[src/rtl/fingerprint_player.sv]
// rtl/fingerprint_player.sv - streams the stored fingerprint waveform with DC offset, repeats and gaps
module fingerprint_player #(
    parameter int SAMPLE_DATA_WIDTH = 8,
    parameter int CAPTURE_LENGTH = 1000,
    parameter FINGERPRINT_MEMORY_FILE = "",
    parameter int GAP_WIDTH = 16,
    parameter logic [CAPTURE_LENGTH*SAMPLE_DATA_WIDTH-1:0] ROM_INIT = '0
) (
    input  logic                         clk,
    input  logic                         rst_n,
    input  logic                         start,
    input  logic                         abort,
    input  logic [7:0]                   repeat_count,
    input  logic [GAP_WIDTH-1:0]         gap_cycles,
    input  logic [SAMPLE_DATA_WIDTH-1:0] dc_offset,
    input  logic                         axior,
    output logic                         axiov,
    output logic [SAMPLE_DATA_WIDTH-1:0] axiod,
    output logic                         axiol,
    output logic                         busy,
    output logic                         done
);
    localparam int W  = SAMPLE_DATA_WIDTH;
    localparam int L  = CAPTURE_LENGTH;
    localparam int AW = (L > 1) ? $clog2(L) : 1;
    localparam int CW = $clog2(L + 1);

    typedef enum logic [1:0] {IDLE, STREAM, GAP, DONE} state_t;
    state_t state, state_next;

    logic [7:0]           repeats_q;
    logic [7:0]           bursts_q;
    logic [GAP_WIDTH-1:0] gap_q;
    logic [GAP_WIDTH-1:0] gap_cnt_q;
    logic [W-1:0]         offset_q;
    logic [CW-1:0]        addr_q;

    logic          s1_v, s1_last, s2_v, s2_last;
    logic [AW-1:0] s1_addr;
    logic [W-1:0]  rom_q;

    logic [W-1:0] fifo_data [4];
    logic         fifo_last [4];
    logic [1:0]   wr_ptr, rd_ptr;
    logic [2:0]   fifo_count;
    logic [2:0]   in_flight;

    logic         xfer, last_xfer, rd_issue, flush, accept, final_burst;
    logic [W:0]   sum;
    logic [W-1:0] sat_sum;

    assign in_flight   = {2'b00, s1_v} + {2'b00, s2_v};
    assign axiov       = (state == STREAM) && (fifo_count != 3'd0);
    assign axiod       = axiov ? fifo_data[rd_ptr] : '0;
    assign axiol       = axiov && fifo_last[rd_ptr];
    assign busy        = (state == STREAM) || (state == GAP);
    assign done        = (state == DONE);
    assign xfer        = axiov && axior;
    assign last_xfer   = xfer && fifo_last[rd_ptr];
    assign flush       = abort && (state != IDLE);
    assign accept      = (state == IDLE) && start && !abort;
    assign final_burst = ({1'b0, bursts_q} + 9'd1) == {1'b0, repeats_q};
    // Reads are throttled so FIFO contents plus reads still in the ROM pipe never exceed 4.
    assign rd_issue    = (state == STREAM) && (addr_q < CW'(L)) && ((fifo_count + in_flight) < 3'd4);

    // Sign-extend both operands one bit so overflow is visible in the top two bits.
    always_comb begin
        sum = {rom_q[W-1], rom_q} + {offset_q[W-1], offset_q};
        sat_sum = sum[W-1:0];
        if (sum[W] != sum[W-1]) begin
            sat_sum = sum[W] ? {1'b1, {(W-1){1'b0}}} : {1'b0, {(W-1){1'b1}}};
        end
    end

    always_comb begin
        state_next = state;
        case (state)
            IDLE:   if (accept) state_next = STREAM;
            STREAM: begin
                if (last_xfer) begin
                    if (final_burst)                  state_next = DONE;
                    else if (gap_q == '0)             state_next = STREAM;
                    else                              state_next = GAP;
                end
            end
            GAP:    if (gap_cnt_q == '0) state_next = STREAM;
            DONE:   state_next = IDLE;
            default: state_next = IDLE;
        endcase
        if (flush) state_next = IDLE;
    end

    always_ff @(posedge clk or negedge rst_n) begin
        if (!rst_n) begin
            state     <= IDLE;
            repeats_q <= 8'd1;
            bursts_q  <= '0;
            gap_q     <= '0;
            gap_cnt_q <= '0;
            offset_q  <= '0;
            addr_q    <= '0;
        end else begin
            state <= state_next;
            if (accept) begin
                repeats_q <= (repeat_count == 8'd0) ? 8'd1 : repeat_count;
                gap_q     <= gap_cycles;
                offset_q  <= dc_offset;
                bursts_q  <= '0;
                addr_q    <= '0;
            end
            if (rd_issue) addr_q <= addr_q + CW'(1);
            if (state == GAP) gap_cnt_q <= gap_cnt_q - GAP_WIDTH'(1);
            if (last_xfer) begin
                bursts_q  <= bursts_q + 8'd1;
                addr_q    <= '0;
                gap_cnt_q <= gap_q - GAP_WIDTH'(1);
            end
            if (flush) addr_q <= '0;
        end
    end

    always_ff @(posedge clk or negedge rst_n) begin
        if (!rst_n) begin
            s1_v       <= 1'b0;
            s1_last    <= 1'b0;
            s1_addr    <= '0;
            s2_v       <= 1'b0;
            s2_last    <= 1'b0;
            wr_ptr     <= '0;
            rd_ptr     <= '0;
            fifo_count <= '0;
        end else if (flush) begin
            s1_v       <= 1'b0;
            s2_v       <= 1'b0;
            wr_ptr     <= '0;
            rd_ptr     <= '0;
            fifo_count <= '0;
        end else begin
            s1_v       <= rd_issue;
            s1_last    <= (addr_q == CW'(L - 1));
            s1_addr    <= addr_q[AW-1:0];
            s2_v       <= s1_v;
            s2_last    <= s1_last;
            if (s2_v) wr_ptr <= wr_ptr + 2'd1;
            if (xfer) rd_ptr <= rd_ptr + 2'd1;
            fifo_count <= fifo_count + {2'b00, s2_v} - {2'b00, xfer};
        end
    end

    always_ff @(posedge clk) begin
        if (s2_v) begin
            fifo_data[wr_ptr] <= sat_sum;
            fifo_last[wr_ptr] <= s2_last;
        end
    end

    // Block RAM with registered address and registered output: two cycles read latency.
    always_ff @(posedge clk) rom_q <= ROM_INIT[int'(s1_addr)*W +: W];
endmodule
[config.mk]
export PLATFORM = sky130hd
export DESIGN_NAME = fingerprint_player
export DESIGN_NICKNAME = d
export VERILOG_FILES = /design/src/rtl/fingerprint_player.sv
export SDC_FILE = /design/constraint.sdc
export NUM_CORES = 1
export LEC_CHECK = 0
export CAP_MARGIN = 20
export CORE_ASPECT_RATIO = 1.25
export CORE_MARGIN = 1.5
export CORE_UTILIZATION = 40
export CTS_BUF_LIST = sky130_fd_sc_hd__clkbuf_16
export CTS_CLUSTER_SIZE = 16
export DETAILED_ROUTE_END_ITERATION = 8
export MAX_ROUTING_LAYER = met4
export SYNTH_ARGS = -nofsm -noshare
export SYNTH_HDL_FRONTEND = slang
export SYNTH_SLANG_ARGS = --single-unit
[constraint.sdc]
create_clock -name clk -period 5.55 [get_ports clk]
set_input_delay 1.11 -clock clk [delete_from_list [all_inputs] [get_ports clk]]
set_output_delay 1.11 -clock clk [all_outputs]
set_load 0.02 [all_outputs]
Word level (Yosys, flattened, before mapping)
Memory sizes are Yosys's and may differ from the RTL's. Index checks and enable logic that the tools add are counted.

Equality and inequality tests: 9. Reductions and logical operators: 23. Add/subtract/negate cells: 12. Shifts and indexed selects: 1. Mux-type cells: 28. Magnitude comparators: 2.

Operators by type and width (count): $shiftx A8000 B14 Y8 const A (1); $mux W8 (6); $mux W10 (4); $logic_not A16 Y1 (2); $mux W16 (2); $sub A16 B1 Y16 const B (2); $mux W2 (10); $add A10 B1 Y10 const B (1); $eq A10 B10 Y1 const B (1); $lt A10 B10 Y1 const B (1); $reduce_bool A2 Y1 (5); $add A8 B1 Y9 const B (1); $add A8 B8 Y9 (1); $eq A9 B8 Y1 (1); $logic_and A1 B1 Y1 (9); $add A8 B1 Y8 const B (1); $logic_not A8 Y1 (1); $pmux W2 S4 (1); $ne A3 B3 Y1 const B (2); $add A2 B1 Y2 const B (2); $eq A2 B2 Y1 const B (2); $mux W1 (4); $reduce_bool A4 Y1 (1); $add A3 B1 Y3 (1); other kinds (13) (13).

RAM bits: 36. Memories: 2. Word-level logic and storage cells: 93. Flip-flop bits (word level): 97.

Memories: fifo_data (depth 4, width 8, rd ports 1, clocked after Yosys merged registers in 0, write ports 1, RTL line 42) `logic [W-1:0] fifo_data [4];`; fifo_last (depth 4, width 1, rd ports 1, clocked after Yosys merged registers in 0, write ports 1, RTL line 43) `logic fifo_last [4];`.

Longest topological paths before layout
Gate-level depths: netlist (run 1).

Word-level depth: 7. Mapped depth: 14.

Worst setup path after synthesis (run 1)
No wires, ideal clock.

Path type: input to register. From: input port axior. To: register gap_cnt_q[12]. Slack: 2.184 ns. Cell stages on the path: 12. Arrival: 3.238 ns. Path buffers: 3. Cells stage by stage: o311a_1 -> buf_2 -> nand2_1 -> buf_2 -> buf_2 -> mux2i_1 -> ha_1 -> nor4b_1 -> nand3_1 -> nor3_1 -> xnor2_1 -> mux2i_1.

Cells in the longest elaborated chain, start to end: 3. Elaborated cells between the ends (all ways): 4.

Ends and longest elaborated chain: from (decl) (RTL line 16) `input logic axior,`; $logic_and A1 B1 Y1 (*) (RTL line 58) `assign xfer = axiov && axior;`; $logic_and A1 B1 Y1 (*) (RTL line 59) `assign last_xfer = xfer && fifo_last[rd_ptr];`; $mux W16 / $reduce_bool A2 Y1 (equally long branches); to (signal assigned) (RTL line 112) `if (state == GAP) gap_cnt_q <= gap_cnt_q - GAP_WIDTH'(1);`; to (signal assigned) (RTL line 116) `gap_cnt_q <= gap_q - GAP_WIDTH'(1);`; to (decl) (RTL line 34) `logic [GAP_WIDTH-1:0] gap_cnt_q;`.

Mark *: on every way between the ends. The rest lies on a longest branch, timed or not. A chain may end at the register's enable or synchronous reset.

Worst setup path after layout (run 1)
Same ends and word-level chain as after synthesis.

==> results of run 1 <==
-- registers in the layout (all words and copies together), names as in the netlist --
name	flops
s2_last	1
state	2
gap_cnt_q	16
s1_v	1
s2_v	1
gap_q	16
addr_q	10
rd_ptr	2
wr_ptr	2
bursts_q	8
s1_last	1
repeats_q	8
fifo_data	32
fifo_count	3
offset_q	8
fifo_last	4
-- cells by family (layout without fill, tap and decap cells) --
| logic type | after synthesis | after routing | share of synthesized area, % |
|---|---|---|---|
| adder cells (fa/ha/maj) | 16 | 16 | 3.53 |
| XOR/XNOR | 42 | 42 | 6.25 |
| other | 1 | 1 | 0.0638 |
| AND/OR/NAND/NOR | 267 | 267 | 21.5 |
| multiplexers | 16 | 16 | 4.64 |
| AO/OA/AOI/OAI | 82 | 82 | 9.40 |
| buffers and inverters | 36 | 95 | 2.57 |
| flip-flops | 115 | 115 | 52.0 |
-- how the worst max path moves through the flow --
| stage | startpoint | endpoint | slack [ps] | depth (start not counted) |
|---|---|---|---|---|
| floorplan | axior | gap_cnt_q[12]$_DFFE_PN0P_ | 2180 | 12 |
| global placement | axior | gap_cnt_q[12]$_DFFE_PN0P_ | 1380 | 10 |
| detailed placement | axior | gap_cnt_q[12]$_DFFE_PN0P_ | 1260 | 10 |
| CTS | axior | gap_cnt_q[12]$_DFFE_PN0P_ | 1690 | 10 |
| global route | axior | gap_cnt_q[12]$_DFFE_PN0P_ | 1350 | 10 |
| finish | axior | gap_cnt_q[12]$_DFFE_PN0P_ | 1710 | 10 |
-- metrics by stage --
step / total power [mW] / utilization, % / instances
CTS: 3.73 / 49.2 / 811
finish: 3.70 / 49.4 / 812
global placement: 2.59 / 45.1 / 779
global route: 3.96 / 49.4 / 812
detailed placement: 2.64 / 45.1 / 779
floorplan: 2.27 / - / 575
-- layout make-up --
| class | instances | share of cell area [%] |
|---|---|---|
| tap | 178 | 3.13 |
| sequential | 115 | 43.0 |
| clock inverter | 15 | 2.25 |
| multi-input combinational | 424 | 37.6 |
| inverter | 10 | 0.528 |
| timing repair buffer | 53 | 7.53 |
| clock buffer | 17 | 5.98 |
-- routing by layer --
layer  part of all wire (%)  track usage, %  wire length (um)
met1                     45            21.8              5730
met4                    1.4            6.53               180
met5                      0               -                 0
met3                    2.8            3.58               354
met2                     51            29.8              6480
-- worst reg2reg max path: cells and delay by family (launching register included) --
kind	cells	cell delay [ps]
and+or+nand+nor	4	1310
muxes	3	1060
adders and majority gates	1	300
xor gates and xnor gates	1	140
DFF	1	760
-- power by group --
group / switching [mW] / internal [mW] / leakage, nW
Combinational: 0.624 / 0.538 / 1.31
Sequential: 0.293 / 1.17 / 1.34
Clock: 0.413 / 0.665 / 0.283
-- Yosys cell counts (8+ instances only) --
cell      count  area (um^2)
nand2_1     131          492
dfrtp_1      78         1950
edfxtp_1     36         1080
nor2_1       33          124
o21ai_0      31          155
xnor2_1      25          219
clkbuf_1     18         67.6
xor2_1       17          149
nand3_1      16         80.1
ha_1         15          188
nor2b_1      14         87.6
nor4_1       12         75.1
o31ai_1      12         90.1
inv_1        10         37.5
nor3_1       10         50.1
and2_1        9         56.3
mux4_2        9          203
a21oi_1       8         40.0
==> summary.txt, run 1 <==
Status
  • Outcome: completed

CTS
  • Max Buffers Root-to-Sink: 2
  • Post-CTS setup buffer count: 0
  • Cts hold-fix bufs: 0
  • CTS tree: built
  • Worst-skew pair later-pin latency: between 400 and 500 ps
  • H-tree depth: 4
  • Gates resized, CTS repair: 0
  • Clock transition at path regs: 60 ps
  • TritonCTS Buffers: 17
  • Root buffer cell: clkbuf_16
  • Clk sinks: between 100 and 150

Synth
  • Number of flops mapped to enable cells by yosys: 36
  • Count of cell types in the netlist: 59
  • Fraction of registers with async set/reset: 68.7%
  • Yosys reg bits: 115
  • Top_reg_cell synth: dfrtp_1
  • Post-Syn Area per Cell: about 10 um^2
  • Synth Instances: around 580
  • Seq/Total Area, Yosys: ~52%
  • Synth Warn #: 0
  • Mapped Area: between 5000 and 6000 um^2
  • Syn Nets: ~630

Timing
  • Fin crit period: 3840 ps
  • Final WS setup: 1710 ps
  • Max-slew headroom: between 30% and 40%
  • Fin. max-slew vios: 0
  • Hold violation total from the final report: 0
  • Clk_skew: between 9 and 10 ps
  • Max frequency: between 200 and 300 MHz
  • Period Utilization, post-route: just under 70%
  • Fin Setup TNS: 0 ps
  • Final setup vio count: 0
  • Worst slew pin tran: ~950 ps
  • Hold Slack: 477 ps
  • RSZ-0062 raised after global routing: false

Floorplanning
  • Die height: about 140 um
  • Starting Density: roughly two fifths
  • IO Pins: just under 50
  • DIE WIDTH: roughly 110 um
  • Placement Rows: around 50
  • Full die area: between 15000 and 20000 um^2
  • CORE AREA: roughly 14000 um^2

Global routing
  • Gr ovfl total: 0
  • Initial antenna violation count: 0
  • Overall Global Routing Usage: roughly 18%
  • First-pass GRT wire length: between 20000 and 25000 um
  • Number of global-route vias before repair: ~4.3k
  • Largest net degree at the start of global routing: 80

Critical path
  • Worst setup EP type: flip-flop
  • CP Data Required Time: between 5000 and 6000 ps
  • WP data arrival: roughly 4100 ps
  • RR Startpoint: rd_ptr[0]$_DFFE_PN0P_
  • Most common cell on crit path: mux2i_1
  • Worst-case reg-to-reg path depth: 9
  • Top fanout value on the critical path: 13
  • Reg-to-Reg End: gap_cnt_q[12]$_DFFE_PN0P_
  • CP peak stage delay: between 400 and 500 ps
  • Cell Chain, Critical Path: clkdlybuf4s50_1 > o311a_1 > nand2_1 > mux2i_1 > ha_1 > nor4b_1 > nand3_1 > nor3_1 > xnor2_1 > mux2i_1
  • Worst path buffer plus inverter count: 1
  • Top delay family on crit path: simple AND/OR/NAND/NOR gates
  • Critical path class: input port to flip-flop
  • Worst setup SP type: input port
  • Worst reg2reg setup slack: roughly 1900 ps
  • Critical-path top delay cell: clkdlybuf4s50_1

Route
  • Post-route ant nets: 0
  • Initial DRC Count: between 150 and 200
  • DR pass1 iterations: 4
  • Drt total wl: between 10000 and 15000 um
  • Vias: 4318
  • DRC viols: 0
  • Wire length per cell: ~16 um
  • Via-to-Cell Ratio: 5.32

Place
  • Port Buf Inserts: 48
  • DP Worst Slack: 1260 ps
  • Routability congestion estimate: between 0.8 and 0.9
  • Post-placement cell area: roughly 6500 um^2
  • Hpwl dp: between 8000 and 9000 um

Pwr
  • Peak supply drop: between 0.2 and 0.25 mV
  • Leak: about 2.9 nW
  • P per Cell Area: approximately 520 nW/um^2

Flow run
  • Max-cap violations: 0

Finish
  • Multi-input combinational cell area: ~2700 um^2
  • Share of layout cells above drive strength 1: about 8.5%
  • Most frequent cells in the layout: nand2_1, dfrtp_1, clkdlybuf4s50_1
  • Synthesis-to-layout area growth: 20.9%
  • FF/Latch Area: 3060 um^2
  • Cell area after layout: slightly above 7000 um^2
  • Layout net count: between 600 and 700
  • ANT cells: 0
  • Commonest non-fill, non-tap cell in the layout: nand2_1
  • Filler cells: between 1k and 1.5k

Min path
  • Hold crit path type: flip-flop to flip-flop
  • Hold depth: 2
  • Hold Path Origin: offset_q[0]$_DFFE_PN0P_
  • Worst Hold End: offset_q[0]$_DFFE_PN0P_
Note: power is estimated with default switching activity, not from simulation.
==> run 2: changes to the inputs <==
- clock period: 5.55 -> 3.33 ns (I/O delays scaled with it)
==> run 2 against run 1 <==
  * Setup slack worse by 1400 ps
  * Cell count is 0.99% higher
  * Power is 67% higher
  * First-iteration DRC count is 48% higher
  * Sequential share of layout area is 0.34 points lower
  * Clock skew is 0.83 ps higher
  * Utilization is 0.39 points higher
  * Clock power is 65% higher
  * Non-clock buffer count is 8 higher
  * Combinational power is 74% higher
  * Register-to-register slack worse by 1400 ps
  * Highest routed layer unchanged
==> summary.txt, run 2 (same netlist as run 1, synthesis figures left out) <==
Status
  • Outcome: completed

Route
  • Wire length per cell: 14.9 um (-4.8%)
  • Drt total wl: 12300 um (-3.8%)
  • DRC viols: 0 (unchanged)
  • Initial DRC Count: 252 (+48%)
  • DR pass1 iterations: 4 (unchanged)
  • Vias: 4312 (-0.14%)
  • Post-route ant nets: 0 (unchanged)
  • Via-to-Cell Ratio: 5.26 (-1.1%)

CTS
  • Clk sinks: 115 (unchanged)
  • Clock transition at path regs: 50 ps (about the same)
  • H-tree depth: 4 (unchanged)
  • Root buffer cell: clkbuf_16
  • Gates resized, CTS repair: 0 (unchanged)
  • Worst-skew pair later-pin latency: 420 ps (about the same)
  • TritonCTS Buffers: 17 (unchanged)
  • Post-CTS setup buffer count: 0 (unchanged)
  • Max Buffers Root-to-Sink: 2 (unchanged)
  • Cts hold-fix bufs: 0 (unchanged)
  • CTS tree: built

Timing
  • Hold violation total from the final report: 0 (unchanged)
  • Period Utilization, post-route: 89.2%
  • Clk_skew: 10.0 ps (+0.830 ps)
  • Worst slew pin tran: 869 ps (-86.2 ps)
  • Max-slew headroom: 41.2% (+5.0 points)
  • Final WS setup: 361 ps (-1350 ps)
  • Final setup vio count: 0 (unchanged)
  • Fin Setup TNS: 0 ps (unchanged)
  • RSZ-0062 raised after global routing: false
  • Max frequency: 337 MHz
  • Fin crit period: about 3000 ps
  • Fin. max-slew vios: 0 (unchanged)

Critical path
  • CP Data Required Time: 2660 ps (-3180 ps)
  • Worst-case reg-to-reg path depth: 9 (unchanged)
  • RR Startpoint: rd_ptr[0]$_DFFE_PN0P_
  • Top fanout value on the critical path: 10 (-3)
  • Worst setup SP type: flip-flop
  • Worst setup EP type: output pin
  • Critical path class: flip-flop to output pin
  • Worst Setup SP: state[1]$_DFFE_PN0P_
  • WP data arrival: 2300 ps (-1820 ps)

Floorplanning
  • CORE AREA: 14400 um^2 (unchanged)
  • IO Pins: 49 (unchanged)
  • Full die area: 15400 um^2 (unchanged)
  • DIE WIDTH: 111 um (unchanged)
  • Die height: 139 um (unchanged)
  • Placement Rows: 49 (unchanged)
  • Starting Density: 40.8% (unchanged)

Finish
  • Layout net count: 682 (+1.2%)
  • Commonest non-fill, non-tap cell in the layout: nand2_1
  • Synthesis-to-layout area growth: 21.9%
  • Most frequent cells in the layout: nand2_1, dfrtp_1, clkdlybuf4s50_1
  • Number of flip-flops in the largest register: 32 (unchanged)
  • Cell area after layout: 7170 um^2 (+0.79%)
  • Most flop-heavy register: fifo_data
  • Share of layout cells above drive strength 1: 9.50% (+0.98 points)
  • Top Registers: fifo_data (32), gap_cnt_q (16), gap_q (16)
  • ANT cells: 0 (unchanged)

Place
  • Hpwl dp: 8730 um (+1.3%)
  • Post-placement cell area: 6560 um^2 (+0.92%)
  • Routability congestion estimate: 0.837 (+0.92%)
  • Port Buf Inserts: 48 (unchanged)
  • DP Worst Slack: 145 ps (-1110 ps)

Pwr
  • Peak supply drop: 0.402 mV (+76%)
  • Leak: 2.97 nW (+1.2%)
  • P per Cell Area: 863 nW/um^2 (+66%)

Global routing
  • Gr ovfl total: 0 (unchanged)
  • Overall Global Routing Usage: 17.5% (-0.49 points)
  • First-pass GRT wire length: 21000 um (-2.0%)
  • Largest net degree at the start of global routing: 80 (unchanged)
  • Number of global-route vias before repair: 4263 (-1.3%)
  • Initial antenna violation count: 0 (unchanged)

Min path
  • Hold crit path type: input port to asynchronous set/reset pin

Flow run
  • Max-cap violations: 0 (unchanged)
## run 2: cell types whose count changed in the layout (fill, tap and decap cells not counted)
cell and delta:
inv_6 +2, clkinv_4 -1, clkinv_2 -1, buf_4 +8, inv_8 -1, clkinv_1 +1
## run 2: final timing paths
kind / slack, ps / to
setup / recovery: 360 / axiod[1]
hold / removal: 190 / gap_q[10]$_DFFE_PN0P_
setup reg to reg: 450 / gap_cnt_q[12]$_DFFE_PN0P_
hold reg to reg: 470 / s1_last$_DFFE_PN0N_
max in group asynchronous: 2510 / repeats_q[0]$_DFFE_PN1P_
min in group clk: 470 / s1_last$_DFFE_PN0N_
## run 2: area by class of cell
type                            instances  area, um^2
Sequential cell                       115        3060
Multi-Input combinational cell        424        2670
Clock buffer                           17         425
Timing Repair Buffer                   61         596
Fill cell                            1274        7240
Tap cell                              178         223
Clock inverter                         15         156
Inverter                               10        37.5
## run 2: per-stage QoR
step	utilization [%]	std cells	hold slack (ps)	total power, mW
after floorplan	-	575	370	3.78
after CTS	49.6	819	474	6.23
after global routing	49.8	820	214	6.61
after global placement	45.5	787	461	4.37
final	49.8	820	190	6.18
after detailed placement	45.5	787	471	4.44
## run 2: worst max-delay path, cell delays in order, from the launching register on
cell	delay [ps]
dfrtp_1	410
inv_1	100
ha_1	200
buf_4	170
o31ai_1	90
buf_4	190
nor2b_1	120
clkdlybuf4s50_1	610
## run 2: routing by layer
layer  wire, um  vias up  global-route usage (%)
met3        341       15                    3.76
met1       5580     2071                    21.4
met5          0        -                       -
li1           -     2144                       -
met2       6170       82                    29.0
met4        166        0                    5.60
## run 2: power breakdown
group	total [mW]	switching, mW	leakage, nW	internal [mW]
clock network	1.78	0.674	0.280	1.11
registers	2.39	0.443	1.34	1.94
logic	2.02	1.09	1.35	0.935
